[config.mk]
export PLATFORM = sky130hd
export DESIGN_NAME = ppb_initiator
export DESIGN_NICKNAME = d
export VERILOG_FILES = /design/src/rtl/ppb_initiator.sv
export SDC_FILE = /design/constraint.sdc
export NUM_CORES = 1
export LEC_CHECK = 0
export ABC_CLOCK_PERIOD_IN_PS = 2110
export CAP_MARGIN = 20
export CORE_UTILIZATION = 45
export DETAILED_ROUTE_END_ITERATION = 16
export PLACE_DENSITY_LB_ADDON = 0.3
export SETUP_SLACK_MARGIN = 0.15
export SYNTH_ARGS = -nofsm -noshare
export SYNTH_HDL_FRONTEND = slang
export SYNTH_SLANG_ARGS = --single-unit
[constraint.sdc]
create_clock -name clk -period 2.11 [get_ports clk]
set_input_delay 0.5275 -clock clk [delete_from_list [all_inputs] [get_ports clk]]
set_output_delay 0.5275 -clock clk [all_outputs]
set_load 0.02 [all_outputs]
[src/rtl/ppb_initiator.sv]
// ppb_initiator: probe-bus master that frames header, ID check, input shift-out, output capture and commit
module ppb_initiator #(
  parameter int          INPUT_BLOCKS  = 20,
  parameter int          OUTPUT_BLOCKS = 40,
  parameter int          CLK_DIV       = 4,
  parameter logic [22:0] PROJECT_ID    = 23'h31c748
) (
  input  logic                       clk,
  input  logic                       rst,
  input  logic                       start,
  input  logic [3*INPUT_BLOCKS-1:0]  in_data,
  output logic                       busy,
  output logic                       done,
  output logic                       id_ok,
  output logic [3*OUTPUT_BLOCKS-1:0] out_data,
  output logic                       pmod_bus_clk,
  output logic                       pmod_bus_control,
  output logic [2:0]                 pmod_bus_poti,
  input  logic [2:0]                 pmod_bus_pito
);
  localparam int M1   = INPUT_BLOCKS > 8 ? INPUT_BLOCKS : 8;
  localparam int PMAX = OUTPUT_BLOCKS > M1 ? OUTPUT_BLOCKS : M1;
  localparam int PW   = $clog2(PMAX + 1);
  localparam int HW   = $clog2(CLK_DIV) + 1;
  typedef enum logic [2:0] {IDLE, HDR, ID, TX, RX, END, FIN, ABORT} state_t;
  state_t                     state;
  logic [HW-1:0]              h;
  logic [PW-1:0]              p;
  logic [3*INPUT_BLOCKS-1:0]  sr;
  logic [3*OUTPUT_BLOCKS-1:0] stage;
  logic [23:0]                id_reg;
  logic [2:0]                 sync1, sync2;
  logic                       last_low, last_half, p_last, id_match;
  always_comb begin
    last_low  = h == HW'(CLK_DIV - 1);
    last_half = h == HW'(2 * CLK_DIV - 1);
    p_last    = state == ID ? p == PW'(7) :
                state == TX ? p == PW'(INPUT_BLOCKS - 1) :
                state == RX ? p == PW'(OUTPUT_BLOCKS - 1) : 1'b1;
    id_match  = id_reg == {1'b0, PROJECT_ID};
  end
  // h spans a whole bus period: low half first, high half second
  always_ff @(posedge clk or negedge rst) begin
    if (!rst) begin
      state            <= IDLE;
      h                <= '0;
      p                <= '0;
      sr               <= '0;
      stage            <= '0;
      id_reg           <= '0;
      sync1            <= '0;
      sync2            <= '0;
      busy             <= 1'b0;
      done             <= 1'b0;
      id_ok            <= 1'b0;
      out_data         <= '0;
      pmod_bus_clk     <= 1'b0;
      pmod_bus_control <= 1'b0;
      pmod_bus_poti    <= '0;
    end else begin
      sync1 <= pmod_bus_pito;
      sync2 <= sync1;
      done  <= 1'b0;
      case (state)
        IDLE: if (start) begin
          sr               <= in_data;
          busy             <= 1'b1;
          state            <= HDR;
          h                <= '0;
          p                <= '0;
          pmod_bus_control <= 1'b1;
          pmod_bus_poti    <= 3'b101;
        end
        FIN, ABORT: state <= IDLE;
        default: begin
          h            <= last_half ? '0 : h + 1'b1;
          pmod_bus_clk <= last_low ? 1'b1 : last_half ? 1'b0 : pmod_bus_clk;
          if (last_low && state == ID) id_reg <= {id_reg[20:0], sync2};
          if (last_low && state == RX) stage <= {sync2, stage[3*OUTPUT_BLOCKS-1:3]};
          if (last_half) begin
            p <= p_last ? '0 : p + 1'b1;
            case (state)
              HDR: begin
                state            <= ID;
                pmod_bus_control <= 1'b0;
                pmod_bus_poti    <= '0;
              end
              ID: if (p_last) begin
                if (id_match) begin
                  state         <= TX;
                  pmod_bus_poti <= sr[2:0];
                  sr            <= sr >> 3;
                end else begin
                  state <= ABORT;
                  done  <= 1'b1;
                  busy  <= 1'b0;
                  id_ok <= 1'b0;
                end
              end
              TX: begin
                pmod_bus_poti <= p_last ? 3'b000 : sr[2:0];
                sr            <= sr >> 3;
                if (p_last) state <= RX;
              end
              RX: if (p_last) begin
                state            <= END;
                pmod_bus_control <= 1'b1;
                pmod_bus_poti    <= 3'b010;
              end
              END: begin
                state            <= FIN;
                pmod_bus_control <= 1'b0;
                pmod_bus_poti    <= '0;
                done             <= 1'b1;
                busy             <= 1'b0;
                id_ok            <= 1'b1;
                out_data         <= stage;
              end
              default: ;
            endcase
          end
        end
      endcase
    end
  end
endmodule

==> results.py <==
metrics = {
    "status": {
        "outcome": "finished, final reports clean",
    },
    "clock_network": {
        "clockBufferDepth": 3,
        "htree_levels": 2,
        "cts.reportedPaths.clkPinSlew_ps": 60,
        "cts.sinks": 350,
        "worstSkewPairLatency_ps": 520,
        "cts_tree": "built",
        "cts_buffers": 39,
        "cts-root-buf": "clkbuf_16",
    },
    "pwr": {
        "swShare": 0.2912,
        "pwr-share-seq": 0.414,
        "ir_worst_vdd_mv": 0.6480,
        "total_power_mw": 19.31,
        "power.internal_mw": 13.69,
        "power_frac_clock": 0.335,
        "p_sw_mw": 5.623,
        "p_comb_frac": 0.250,
        "p_per_area_nw_per_um2": 1056,
        "p_leak_nw": 9.250,
    },
    "drt": {
        "drt-pass1-iter-count": 5,
        "post_drt_wl_per_cell_um": 18.18,
        "drtIter0Drc": 524,
        "vias": 8529,
        "vias_per_cell": 5.242,
        "wl_um": 29590,
        "drc": 0,
        "antenna_left": 0,
    },
    "grt": {
        "overflow": 0,
        "grt_usage": 0.1830,
        "antenna_found_initial": 0,
        "grt_max_degree": 71,
        "grt_pass1_vias": 8610,
        "grt_pass1_wl_um": 46330,
    },
    "place": {
        "finalWeightedCongestion": 0.7893,
        "placed_area_um2": 16830,
        "post-dp-hpwl_um": 18320,
        "port_buffers": 193,
    },
    "finish": {
        "fin_nets": 1275,
        "fillCellCount": 2441,
        "antennaDiodeCount": 0,
        "multi_input_area_um2": 5045,
        "design_area_um2": 18280,
        "syn2layout_area_growth_pct": 30.21,
        "seq_area_um2": 8758,
        "post-route-util": 0.5961,
        "drive_above_1_share": 0.3404,
        "reg_top3": "out_data (120), stage (120), sr (60)",
    },
    "worst_hold_path": {
        "holdCritStartpoint": "sync1[1]",
        "hold-path-endpoint": "sync2[1]",
        "hold_depth": 0,
        "hp-class": "reg2reg",
    },
    "timing": {
        "rsz0062_at_grt": "true",
        "setup_viol": 0,
        "max_freq_mhz": 507.0,
        "fin_skew_ps": 19.13,
        "worst_slew_pin_slew_ps": 417.5,
        "tns_ps": 0,
        "relSlewSlack": 0.7210,
        "slew_violations": 0,
        "fin_crit_sh": 0.9348,
        "hold_viol": 0,
        "period_needed_ps": 1972,
    },
    "yosys": {
        "syn-cell-area_um2": 14040,
        "ys_ff_latch": 350,
        "synth_ff_type": "dfrtp_1",
        "async_flop_share": 1.000,
        "synth-adder-area-share": 0.003565,
        "yosys.cell_types.count": 46,
        "yosys_warnings": 0,
        "synth_simple_gate_area_frac": 0.02691,
        "ys_seq_area_frac": 0.6238,
        "synth_top_family_by_area": "multiplexers",
        "synth_edf_count": 0,
        "synth_compound_area_frac": 0.06488,
        "post_synth_inst_count": 967,
        "avgSynthCellArea_um2": 14.52,
        "syn_nets": 1037,
        "synth_xor_area_frac": 0,
        "synthMuxAreaShare": 0.2571,
    },
    "setup_path": {
        "start_kind": "register",
        "cp_max_fo": 4,
        "path_class": "reg2reg",
        "r2r_slack_ps": 140,
        "r2r_start": "id_reg[12]",
        "r2r_cells": 6,
        "r2r_end": "pmod_bus_poti[0]",
        "required_ps": 2500,
        "cp.arrival_ps": 2360,
        "end_kind": "register",
    },
    "floorplan": {
        "core_region_area_um2": 30670,
        "dieHeight_um": 178.6,
        "top_level_ports": 194,
        "initial_core_util": 0.4578,
        "rows": 64,
        "fp.dieW_um": 178.6,
        "die_area_um2": 31910,
    },
    "flow_run": {
        "maxCapViolations": 0,
    },
}
[timing repair]
action                     4_1_cts  5_1_grt
pin swaps                        3        2
hold buffers                     1        0
hold endpoints to repair        33        0
setup endpoints to repair      387      237
cloned                           0        7
resized for setup              138        9
buffers inserted                 4        9
[metrics by stage]
stage | instances | worst slack [ps] | hold WS, ps
after floorplan | 967 | 170.8 | 231.9
after global placement | 1539 | 96.15 | 335.1
after detailed placement | 1539 | 66.94 | 341.8
after CTS | 1611 | 158.2 | 348.4
after global routing | 1627 | 77.52 | 359.0
final | 1627 | 137.6 | 346.2
[synthesized netlist by cell type (4+ instances only)]
master    instances  area [µm²]
nand2b_1          4       25.02
a21oi_1         126       630.6
nand2_1          10       37.54
mux2i_1          58       580.6
buf_4             8       60.06
clkbuf_1         10       37.54
mux2_2          269        3029
inv_1             4       15.01
and3_1            5       31.28
nor2b_1           4       25.02
nor2_1            8       30.03
o21ai_0          10       50.05
buf_2            44       220.2
dfrtp_1         350        8758
ha_1              4       50.05
[per-layer routing]
| metal | GRT usage | share of wire |
|---|---|---|
| met2 | 0.2796 | 0.45 |
| met1 | 0.2646 | 0.48 |
| met4 | 0.04696 | 0.016 |
| met3 | 0.03943 | 0.056 |
| met5 | 0 | 0 |
[cell type report]
class,instances,area share
inverter,4,0.0008213
sequential,350,0.4791
tap,396,0.02710
multi-input combinational,551,0.2760
clock inverter,12,0.006091
timing repair buffer,259,0.1498
clock buffer,55,0.06112
[power by group through the flow]
stage / logic, mW / clock network (mW) / registers [mW]
after floorplan: 2.97 / 0 / 8.03
after global placement: 4.27 / 0 / 8.09
after detailed placement: 4.38 / 0 / 8.11
after CTS: 4.47 / 6.64 / 7.99
after global routing: 5.28 / 6.96 / 8.09
final: 4.83 / 6.47 / 8.00
[cells in the final DEF, fill, tap and decap left out, drive strengths merged, types with 5 or more instances in the layout]
cell type / Yosys / routed
dfrtp: 350 / 350
clkbuf: 10 / 62
buf: 52 / 59
nand2: 10 / 10
inv: 4 / 6
a21boi: 5 / 5
mux2: 269 / 269
clkdlybuf4s50: 0 / 64
nor2: 9 / 9
a21oi: 126 / 126
dlygate4sd2: 0 / 128
o21ai: 11 / 11
and3: 5 / 5
mux2i: 58 / 58
clkinv: 0 / 7
[worst max-delay path by stage]
stage / slack, ps / to / startpoint / cells after the start
CTS: 160 / out_data[32] / h[0] / 6
detailed placement: 70 / pmod_bus_poti[1] / start / 5
global route: 80 / pmod_bus_poti[0] / id_reg[1] / 7
finish: 140 / pmod_bus_poti[0] / id_reg[12] / 6
floorplan: 170 / pmod_bus_poti[0] / h[0] / 7
global placement: 100 / pmod_bus_poti[1] / start / 5
[worst max-delay path: stages, from the launching register on]
cell,delay (ps)
dfrtp_1,400
nor4bb_2,350
nand4_1,250
o21ai_4,300
buf_6,140
o211ai_4,90
mux2_4,310
[logic make-up (layout without fill, tap and decap cells)]
kind of cell / count (synthesis) / in the layout
multiplexers: 327 / 327
buffers and inverters: 66 / 330
AO/OA/AOI/OAI: 162 / 162
AND/OR/NAND/NOR: 58 / 58
flip-flops: 350 / 350
adder cells (fa/ha/maj): 4 / 4
Note: power is estimated with default switching activity, not from simulation.
